**src/rtl/io_bank_fifo.sv**
```systemverilog
// Processor I/O bank: per-channel inbound and outbound word FIFOs
// with a registered processor read port and sticky error flags.

module io_bank_fifo_ch #(
  parameter int DW    = 28,
  parameter int DEPTH = 4
) (
  input  logic          clk,
  input  logic          rst,
  input  logic          push,
  input  logic [DW-1:0] din,
  input  logic          pop,
  output logic [DW-1:0] dout,
  output logic          full,
  output logic          empty
);

  localparam int PW = $clog2(DEPTH);
  localparam int CW = PW + 1;

  logic [DW-1:0] mem [DEPTH];
  logic [PW-1:0] wp;
  logic [PW-1:0] rp;
  logic [CW-1:0] cnt;
  logic          do_push;
  logic          do_pop;

  assign full    = (cnt == CW'(DEPTH));
  assign empty   = (cnt == '0);
  assign do_pop  = pop && !empty;
  // A full FIFO still takes a word when its head leaves the same cycle.
  assign do_push = push && (!full || do_pop);
  assign dout    = mem[rp];

  always_ff @(posedge clk) begin
    if (do_push && !rst) mem[wp] <= din;
  end

  always_ff @(posedge clk or posedge rst) begin
    if (rst) begin
      wp  <= '0;
      rp  <= '0;
      cnt <= '0;
    end else begin
      if (do_push) wp <= wp + 1'b1;
      if (do_pop)  rp <= rp + 1'b1;
      if (do_push && !do_pop)      cnt <= cnt + 1'b1;
      else if (!do_push && do_pop) cnt <= cnt - 1'b1;
    end
  end

endmodule

module io_bank_fifo #(
  parameter int NCH   = 4,
  parameter int DW    = 28,
  parameter int DEPTH = 4,
  parameter int AW    = $clog2(NCH)
) (
  input  logic              clk,
  input  logic              rst,
  input  logic [NCH*DW-1:0] ext_in_data,
  input  logic [NCH-1:0]    ext_in_valid,
  output logic [NCH-1:0]    ext_in_ready,
  input  logic              proc_req_in,
  input  logic [AW-1:0]     proc_addr_in,
  output logic [DW-1:0]     proc_in_data,
  input  logic              proc_out_en,
  input  logic [AW-1:0]     proc_addr_out,
  input  logic [DW-1:0]     proc_out_data,
  output logic [NCH*DW-1:0] ext_out_data,
  output logic [NCH-1:0]    ext_out_valid,
  input  logic [NCH-1:0]    ext_out_ready,
  output logic [NCH-1:0]    underflow,
  output logic [NCH-1:0]    overflow
);

  logic [NCH-1:0]         rd_hit;
  logic [NCH-1:0]         wr_hit;
  logic [NCH-1:0]         in_full;
  logic [NCH-1:0]         in_empty;
  logic [NCH-1:0]         out_full;
  logic [NCH-1:0]         out_empty;
  logic [NCH-1:0]         out_pop;
  logic [NCH-1:0][DW-1:0] in_head;
  logic [DW-1:0]          rd_word;
  logic                   rd_ok;

  for (genvar k = 0; k < NCH; k++) begin : g_ch
    // Out-of-range addresses match no channel and so touch nothing.
    assign rd_hit[k]        = proc_req_in && (proc_addr_in == AW'(k));
    assign wr_hit[k]        = proc_out_en && (proc_addr_out == AW'(k));
    assign ext_in_ready[k]  = !in_full[k];
    assign ext_out_valid[k] = !out_empty[k];
    assign out_pop[k]       = ext_out_ready[k] && !out_empty[k];

    io_bank_fifo_ch #(.DW(DW), .DEPTH(DEPTH)) u_in (
      .clk   (clk),
      .rst   (rst),
      .push  (ext_in_valid[k] && !in_full[k]),
      .din   (ext_in_data[k*DW +: DW]),
      .pop   (rd_hit[k]),
      .dout  (in_head[k]),
      .full  (in_full[k]),
      .empty (in_empty[k])
    );

    io_bank_fifo_ch #(.DW(DW), .DEPTH(DEPTH)) u_out (
      .clk   (clk),
      .rst   (rst),
      .push  (wr_hit[k]),
      .din   (proc_out_data),
      .pop   (out_pop[k]),
      .dout  (ext_out_data[k*DW +: DW]),
      .full  (out_full[k]),
      .empty (out_empty[k])
    );
  end

  assign rd_ok = |(rd_hit & ~in_empty);

  always_comb begin
    rd_word = '0;
    for (int k = 0; k < NCH; k++) begin
      if (rd_hit[k]) rd_word = in_head[k];
    end
  end

  always_ff @(posedge clk or posedge rst) begin
    if (rst) begin
      proc_in_data <= '0;
      underflow    <= '0;
      overflow     <= '0;
    end else begin
      if (rd_ok) proc_in_data <= rd_word;
      underflow <= underflow | (rd_hit & in_empty);
      overflow  <= overflow | (wr_hit & out_full & ~out_pop);
    end
  end

endmodule

```
**config.mk**
```make
export PLATFORM = sky130hd
export DESIGN_NAME = io_bank_fifo
export DESIGN_NICKNAME = d
export VERILOG_FILES = /design/src/rtl/io_bank_fifo.sv
export SDC_FILE = /design/constraint.sdc
export NUM_CORES = 1
export LEC_CHECK = 0
export CELL_PAD_IN_SITES_DETAIL_PLACEMENT = 0
export CELL_PAD_IN_SITES_GLOBAL_PLACEMENT = 1
export CORE_AREA = 2 2 289 291
export DETAILED_ROUTE_END_ITERATION = 7
export DIE_AREA = 0 0 291 293
export PLACE_DENSITY = 0.8
export SYNTH_ARGS = -nofsm -noshare
export SYNTH_HDL_FRONTEND = slang
export SYNTH_SLANG_ARGS = --single-unit
```
**constraint.sdc**
```tcl
create_clock -name clk -period 3.1 [get_ports clk]
set_clock_uncertainty 0.2 [all_clocks]
set_input_delay 0.465 -clock clk [delete_from_list [all_inputs] [get_ports clk]]
set_output_delay 0.465 -clock clk [all_outputs]
set_load 0.02 [all_outputs]
```
* Word-level counts from Yosys, hierarchy flattened
Memory sizes are Yosys's and may differ from the RTL's. Cells that the tools add are included. W data, S select, Z words.
Word-level totals: bits in registers 92, logic and storage cells 241, memory bits (read-only) 0, RAM bits 896, memories kept 8, output and inout bits 156, input bits 156, bits in latches 0
Memories:
- g_ch[0].u_in.mem | words 4, width 28, read ports 1, clocked after Yosys merged registers in 0, write ports 1, line 21 | logic [DW-1:0] mem [DEPTH];
- g_ch[0].u_out.mem | words 4, width 28, read ports 1, clocked after Yosys merged registers in 0, write ports 1, line 21
- g_ch[1].u_in.mem | words 4, width 28, read ports 1, clocked after Yosys merged registers in 0, write ports 1, line 21
- g_ch[1].u_out.mem | words 4, width 28, read ports 1, clocked after Yosys merged registers in 0, write ports 1, line 21
- g_ch[2].u_in.mem | words 4, width 28, read ports 1, clocked after Yosys merged registers in 0, write ports 1, line 21
- g_ch[2].u_out.mem | words 4, width 28, read ports 1, clocked after Yosys merged registers in 0, write ports 1, line 21
- 2 more memories
Cells by class: reductions and logical operators 116, divide/modulo/power cells 0, eq/ne operators 14, $mul 0, order comparisons 0, muxes and demuxes 36, bitwise gates (word level) 8, add/sub/neg operators 32, shift operators 0
Operators by type and width (count):
- $mux W28 | 4
- $logic_and A1 B1 Y1 | 56
- $mux W3 | 16
- $logic_not A1 Y1 | 33
- $add A2 B1 Y2 const B | 16
- $add A3 B1 Y3 const B | 8
- $eq A3 B3 Y1 const B | 8
- $logic_not A3 Y1 | 8
- $sub A3 B1 Y3 const B | 8
- $and A4 B4 Y4 | 4
- $mux W1 | 16
- $reduce_bool A2 Y1 | 8
- $eq A2 B2 Y1 const B | 4
- $logic_or A1 B1 Y1 | 8
- $not A4 Y4 | 2
- $or A4 B4 Y4 | 2
- $eq A2 B1 Y1 const B | 2
- $logic_not A2 Y1 | 2
- $reduce_or A4 Y1 | 1

* Depth between registers and ports, before layout
depth in word-level cells 10, depth in mapped cells 9, mapped depth without buffers 9

* Hierarchy
Synthesis repeated with hierarchy kept, for this count alone.
Second synthesis, totals: cells, all modules 1688, area, all modules 38404.3 um^2
Modules (own cells, without submodules):
- io_bank_fifo_ch | times used 8, area an instance 4501.8 um^2, sequential area each 3538.4 um^2, cells an instance 185
- io_bank_fifo | times used 1, area an instance 2389.8 um^2, sequential area each 900.9 um^2, cells an instance 208

* Worst setup path after synthesis
OpenSTA, ideal clock, no wires.
kind register -> register, start point register g_ch[2].u_in.cnt[0], end point register g_ch[2].u_in.cnt[1], data arrival time 2086 ps, buffers on the path 0, clock period less this slack 2411 ps, data required time 2775 ps, cell stages (with the launch flop) 8, setup time 125 ps, slack 689 ps, cells stage by stage dfrtp_1 > or3b_2 > nand2_1 > inv_1 > ha_1 > inv_1 > fa_1 > mux2_2
Between the ends: elaborated cells on any way between the ends 17, classes of those cells 2 x add/sub; 1 x eq/ne; 2 x mux; 12 x reduce/logical
RTL lines:
- start: declaration | line 24 | logic [CW-1:0] cnt;
- start signal: assignment | line 47 | if (do_push && !do_pop) cnt <= cnt + 1'b1;
- start signal: assignment | line 48 | else if (!do_push && do_pop) cnt <= cnt - 1'b1;
- $eq A3 B3 Y1 * | line 28 | assign full = (cnt == CW'(DEPTH));
- $logic_not A1 Y1 *
- net ext_in_ready[2] | line 64 | output logic [NCH-1:0] ext_in_ready,
- $logic_and A1 B1 Y1 or $logic_or A1 B1 Y1 (tied branches) | line 100, 32
- $logic_and A1 B1 Y1 * | line 32 | assign do_push = push && (!full || do_pop);
- $logic_not A1 Y1 | line 48
- $logic_and A1 B1 Y1 | line 48
- $reduce_bool A2 Y1 (no source line)
The timed path passes the listed nets; every way through them passes the cells marked *. The select of a mux whose other input is x is not followed. A chain may end at the register's enable or synchronous reset.

* Final worst setup path
start point register g_ch[2].u_out.rp[0], end point output ext_out_data[57]
Between the ends: cells in the longest elaborated chain, start to end 1
Ends and longest elaborated chain:
- start: declaration | line 23 | logic [PW-1:0] rp;
- start signal: assignment | line 46 | if (do_pop) rp <= rp + 1'b1;
- $mem_v2 Z4 W28
- end: declaration | line 71 | output logic [NCH*DW-1:0] ext_out_data,
Every way passes these cells.

==> results.toml <==
[floorplan]
die_area_mm2 = 0.0853
fp.dieH_um = 293
ios = 312
start_util_pct = 45.7
rows = 105
die_w_um = 291
core_mm2 = 0.0818

[run_status]
outcome = "finished clean"

[logic_synthesis]
avgSynthCellArea_um2 = 22.7
synth_top_area_share_pct = 71.9
syn_area_mm2 = 0.0374
ys_warn_count = 0
syn_inst = 1650
ys_ff_latch = 988
yosysMostFrequentCell = "edfxtp_1"
synth-edff-count = 896
ys.flop_type = "edfxtp_1"
synth_async_sr_flop_share_pct = 9.31
synth_top_area_cell = "edfxtp_1"
ys_top_cells_by_count = "896 x edfxtp_1, 223 x mux4_2, 92 x dfrtp_1"
yosys-top-cells-area = "edfxtp_1 72%, mux4_2 13%, dfrtp_1 6.2%"
seq_area_frac_synth_pct = 78.1
ys_types = 39
mappedNetlistNets = 1854

[setup_path]
cpPeakStageDelay_ps = 580
worst-path-max-fanout = 14
cp-end-kind = "output port"
crit_chain = "buf_12, mux4_2, dlygate4sd2_1"
criticalPathCategory = "flip-flop to output port"
required_ps = 2430
start_kind = "flip-flop"
worstPathArrival_ps = 2390
slowest_stage = "mux4_2"
reg2reg_depth = 7

[pwr]
power-per-cell-area_mw_per_mm2 = 871
ir_worst_vdd_mv = 0.748
power_leakage_nw = 15.4
power.total_w = 0.0399

[clock_network]
clk_pin_slew_ps = 60
hold_buffers = 0
h-tree-depth = 3
cts_buffers = 98
clk_path_buf_depth = 3
cts_root_buf = "clkbuf_16"
cts_tree = "done"
clk_latency_ps = 670
numClockSinks = 988

[global_route]
grt_max_degree = 55
antenna_found_initial = 19
grt_overflow = 0
grt_pass1_vias = 18870
grt_pass1_wl_mm = 123
grt_usage_pct = 19.6

[timing]
hold_viol_final = 0
fmax_mhz = 327
setup_violations = 0
max_slew.worst_pin.slew_ps = 698
slew_violations = 0
slew_headroom_pct = 53.3
fin_crit_ps = 3050
post-route-period-util_pct = 98.5

[flow_run]
drv_cap = 0

[route]
routedWlPerCell_um = 25.9
drt_pass1_iterations = 5
num_vias = 17808
ant_nets = 0
drc = 0
routed_wirelength_mm = 83.5
via_per_inst = 5.52
drt_iter0_drc = 1276

[place]
placed_cells = 3037
place.port_buffers = 311
dp_hpwl_mm = 53.4
placed_area_mm2 = 0.0427
gp_congestion = 0.752

[cells_and_area]
final_cell_area_mm2 = 0.0458
multi_input_area_mm2 = 0.00780
post-route-util_pct = 55.9
seqCellArea_mm2 = 0.0292
nets = 2276
instances_no_fill = 3226
syn2layout_area_growth_pct = 22.3
drive_gt1_share_pct = 22.5
nFillCells = 6009

[hold_path]
hold_class = "input pin to asynchronous set/reset pin"
state kept, by name, summed over array words and instances (netlist names):
signal          count
g_ch.u_in.mem     448
g_ch.u_out.cnt     12
g_ch.u_in.wp        8
proc_in_data       28
g_ch.u_in.rp        8
g_ch.u_out.rp       8
g_ch.u_out.wp       8
g_ch.u_out.mem    448
overflow            4
underflow           4
g_ch.u_in.cnt      12
path summary, 6_finish.rpt:
path / startpoint / end / slack [ps]
max: g_ch[2].u_out.rp[0]$_DFFE_PP0P_ / ext_out_data[57] / 50
min: rst / g_ch[1].u_in.cnt[2]$_DFFE_PP0P_ / 40
max reg2reg: g_ch[1].u_in.cnt[0]$_DFFE_PP0P_ / g_ch[1].u_in.cnt[1]$_DFFE_PP0P_ / 530
min reg2reg: overflow[0]$_DFF_PP0_ / overflow[0]$_DFF_PP0_ / 260
max in group asynchronous: rst / g_ch[3].u_in.rp[0]$_DFFE_PP0P_ / 2120
min in group clk: ext_in_valid[3] / g_ch[3].u_in.wp[1]$_DFFE_PP0N_ / 230
final cells by class:
type | count | area share [%]
Sequential cell | 988 | 63.8
Inverter | 34 | 0.287
Antenna cell | 5 | 0.0273
Tap cell | 1070 | 2.92
Timing Repair Buffer | 386 | 9.16
Clock inverter | 55 | 1.14
Multi-Input combinational cell | 564 | 17.0
Clock buffer | 124 | 5.59
cells by family (layout without fill, tap and decap cells):
group                      Yosys count  after routing  share of synthesized area, %
DFF                                988            988                          78.1
muxes                              263            263                          14.6
and+or+nand+nor                    136            136                          1.97
buffers and inverters               98            599                          1.10
AOI/OAI and AO/OA                   69             69                          1.35
adders and majority gates           48             48                          1.77
xor gates and xnor gates            48             48                          1.12
other                                0              5                             0
placed cells by master, fill, tap and decap left out, types with 7 or more instances in the layout:
cell,count
edfxtp_1,896
ha_1,40
xor2_1,20
nand3_1,9
xnor2_1,28
dfrtp_1,84
mux4_2,223
a22oi_1,55
and2_1,32
buf_4,23
clkbuf_16,99
nand2_1,43
inv_1,33
nor3_1,7
clkinv_2,17
clkbuf_1,25
fa_1,8
clkdlybuf4s50_1,202
dfrtp_2,8
nor2_1,16
clkinv_1,19
buf_12,49
dlygate4sd2_1,106
mux2_2,32
mux2_1,8
critical path: cells and delay by family (launching register included):
kind	cells	cell delay (ps)
mux	1	580
buf+inv	2	570
flops	1	530
where the power goes:
| group | internal [W] | switching (W) | total [W] | leakage, nW |
|---|---|---|---|---|
| combinational | 0.00555 | 0.00600 | 0.0116 | 4.74 |
| sequential | 0.0160 | 0.00102 | 0.0170 | 9.21 |
| clock | 0.00633 | 0.00495 | 0.0113 | 1.49 |
metal layers:
layer  track usage [%]  wire length [um]  vias up
met4              5.90              2030       28
met3              5.56              7120      142
met5                 0               183        -
met2              33.8             43000      627
li1                  -                 -     7641
met1              24.3             31100     9370
metrics by stage:
step	setup TNS [ps]	setup slack, ps	hold WS [ps]
2_1_floorplan	0	689	247
3_3_place_gp	0	62.3	245
3_5_place_dp	0	39.4	251
4_1_cts	0	6.97	25.3
5_1_grt	-2.40	-1.22	46.3
6_report	0	46.2	42.0
what timing repair did:
action                     4_1_cts  5_1_grt
gates resized for setup        109        3
setup endpoints to repair       94       10
gates cloned                     0        1
setup buffers                    4        0
(Power assumes the default switching activity.)
==> edit 1 (config.mk and constraints unchanged) <==
The parameter `NCH` goes from 4 to 2.
--- a/src/rtl/io_bank_fifo.sv
+++ b/src/rtl/io_bank_fifo.sv
@@ -52,7 +52,7 @@
 endmodule
 
 module io_bank_fifo #(
-  parameter int NCH   = 4,
+  parameter int NCH   = 2,
   parameter int DW    = 28,
   parameter int DEPTH = 4,
   parameter int AW    = $clog2(NCH)
Ports: changed (10 resized); port bits go from 312 to 186. No check against the original RTL was run, so the function may have changed too.
==> edit 1 against the original RTL <==
- power decreased by 47%
- cell area decreased by 47%
- routed wire length decreased by 47%
- synthesized area decreased by 48%
- sequential cell count decreased by 480
- core utilization decreased by 26 points
- worst setup slack improved by 53 ps
==> edit 1: results (changes against the original RTL) <==
[yosys]
synthDistinctLibCells=34  ; -13%
synth.area.top_cells=sky130_fd_sc_hd__edfxtp_1 69%, sky130_fd_sc_hd__dfrtp_1 7.7%, sky130_fd_sc_hd__mux4_2 6.6%
post_synth.cell_area_avg_sq_um=20.25  ; -11%
synth_sequential_area_ratio=0.7638  ; -0.01685

[power]
pwr.group.clock_mw=5.53  ; -51%
vdd_ir_drop_max_uv=726.8  ; -2.9%
power_frac_seq=0.423  ; -0.004
static-leakage-power_nw=8.160  ; -47%
internal_power_mw=14.62  ; -48%

[global_routing]
grt_first_pass_wirelength_um=65810  ; -47%
grt_util_all_layers=0.1026  ; -0.09387
grt_pass1_vias=10010  ; -47%
number_of_antenna_violations_at_the_first_check_in_global_routing=8  ; -11
gr-usage-met3=0.03593  ; -0.01967
groute.layer.met1.usage=0.1401  ; -0.1025
grt_max_degree=44  ; -20%
globalRouteMet2Util=0.1590  ; -0.1792

[critical_path]
r2r_setup_slack_ps=640  ; +110 ps
crit_path_start=g_ch[1].u_out.rp[0]$_DFFE_PP0N_
worst_setup_path_endpoint=ext_out_data[48]
timing.critical_path.arrival_ps=2340  ; -50 ps
path_delay_family=buffers and inverters

[drt]
postRouteWirelength_um=44370  ; -47%
initialDrtViolationCount=821  ; -36%
post_drt_via_cell_ratio=4.294  ; -22%
wl_met3_um=4132  ; -42%
dr_wl_met2_um=20150  ; -53%

[placement]
hpwl_um=29590  ; -45%
placed_cell_area_sq_um=22970  ; -46%
place_worst_setup_slack_ps=333.3  ; +293.9 ps
placed_cells=2222  ; -27%
port_buffers=185  ; -41%

[clock_tree]
cts_max_level=2  ; -1
tritoncts.num_buffers=47  ; -52%
postCtsSetupRepairBufs=0  ; -4
worstSkewPairLatency_ps=550  ; -120 ps

[timing]
post-route-period-util=0.9680  ; -0.01709
fin_hold_ws_ps=273.4  ; +231.4 ps
worst_slew_pin_slew_ps=571.4  ; -126.9 ps

[run_status]
outcome=completed

[layout]
final-instance-count-excl-fill=2308  ; -28%
reg_top3=g_ch.u_in.mem (224), g_ch.u_out.mem (224), proc_in_data (28)
filler_cell_count=7940  ; +32%
post_layout_inst_area_sq_um=24450  ; -47%

[min_path]
hp-class=register to register

## edit 1: logic make-up after synthesis
kind of cell / Yosys count / share of synthesized area
flip-flops: 508 / 0.7638
multiplexers: 175 / 0.1264
AO/OA/AOI/OAI: 117 / 0.04978
buffers and inverters: 68 / 0.01757
AND/OR/NAND/NOR: 51 / 0.01489
XOR/XNOR: 24 / 0.01074
adder cells (fa/ha/maj): 24 / 0.01687
## edit 1: layout make-up
| class | instances | share of cell area |
|---|---|---|
| Sequential cell | 508 | 0.6119 |
| Clock inverter | 27 | 0.007933 |
| Tap cell | 1070 | 0.05476 |
| Antenna cell | 1 | 0.0001024 |
| Clock buffer | 58 | 0.05231 |
| Timing Repair Buffer | 235 | 0.09484 |
| Multi-Input combinational cell | 391 | 0.1752 |
| Inverter | 18 | 0.002917 |
## edit 1: timing repair
action	in CTS	in global routing
hold buffers	0	0
setup endpoints to repair	0	6
gates resized for setup	0	1
==> edit 2 (config.mk and constraints unchanged) <==
Without the edit above. Make the reset (`rst`) synchronous in 2 clocked blocks.
--- a/src/rtl/io_bank_fifo.sv
+++ b/src/rtl/io_bank_fifo.sv
@@ -36,7 +36,7 @@
     if (do_push && !rst) mem[wp] <= din;
   end
 
-  always_ff @(posedge clk or posedge rst) begin
+  always_ff @(posedge clk) begin
     if (rst) begin
       wp  <= '0;
       rp  <= '0;
@@ -126,7 +126,7 @@
     end
   end
 
-  always_ff @(posedge clk or posedge rst) begin
+  always_ff @(posedge clk) begin
     if (rst) begin
       proc_in_data <= '0;
       underflow    <= '0;
Check against the original RTL: differs if rst is asserted again (counterexample within 4 cycles, from zero or initial values and one cycle with rst high); with rst held inactive, the same outputs for 4 cycles.
==> edit 2 against the original RTL <==
- worst setup slack better by 56 ps
- power down 12%
- cell area up 0.54%
- sequential cell count up 16
- die area unchanged
- routed wire length up 4.2%
- critical path depth unchanged
- synthesized area up 0.91%
- critical endpoint is now ext_out_data[26]
- highest routed layer unchanged
==> edit 2: results (changes against the original RTL) <==
[yosys]
post_synth.cell_area_avg_sq_um=21.38  ; -5.7%
synthMuxAreaShare=0.1365  ; -0.009735
synth_compound_area_frac=0.02611  ; +0.01257
synthDistinctLibCells=40  ; +2.6%

[placement]
hpwl_um=54770  ; +2.7%
placed_cell_area_sq_um=42730  ; about the same
gp_congestion=0.7870  ; +4.7%

[power]
pwr.group.clock_mw=12.0  ; +6%
static-leakage-power_nw=14.85  ; -3.8%
p_comb_frac=0.198  ; -0.092
vdd_ir_drop_max_uv=647.3  ; -14%
power.switching_fraction=0.2676  ; -0.03250

[layout]
nNetsFinal=2379  ; +4.5%
num-clock-buffers=115  ; -7.3%
filler_cell_count=5998  ; -0.18%
inv_count=28  ; -18%
non_clock_buffer_area_share=0.08629  ; -0.005302
clock_cell_area_share=0.07163  ; +0.004315

[critical_path]
path_delay_family=buffers and inverters
critical-path-max-stage-delay_ps=600  ; +20 ps

[global_routing]
grt_util_all_layers=0.2046  ; +0.008106

[run_status]
outcome=completed

[clock_tree]
postCtsSetupRepairBufs=0  ; -4
tritoncts.num_buffers=99  ; +1.0%

[drt]
initialDrtViolationCount=1725  ; +35%

## edit 2: cell count changes after synthesis, moves of 21 or more
cell                      unedited run  this run
sky130_fd_sc_hd__mux2_2             32         0
sky130_fd_sc_hd__nor3_1              7        35
sky130_fd_sc_hd__nor2_1             16        66
sky130_fd_sc_hd__dfrtp_1            92         0
sky130_fd_sc_hd__a21oi_1             0        21
sky130_fd_sc_hd__dfxtp_1             0       108
## edit 2: how the worst max path moves through the flow
| stage | end | slack, ps | depth (start not counted) |
|---|---|---|---|
| final | ext_out_data[26] | 100 | 3 |
| after global routing | ext_out_data[7] | 3 | 3 |
| after CTS | ext_out_data[9] | 30 | 3 |
| after detailed placement | g_ch[0].u_out.cnt[2]$_SDFFE_PP0P_ | -240 | 10 |
| after global placement | g_ch[0].u_out.cnt[2]$_SDFFE_PP0P_ | -150 | 10 |
| after floorplan | g_ch[0].u_out.mem[0][0]$_DFFE_PP_ | 580 | 4 |
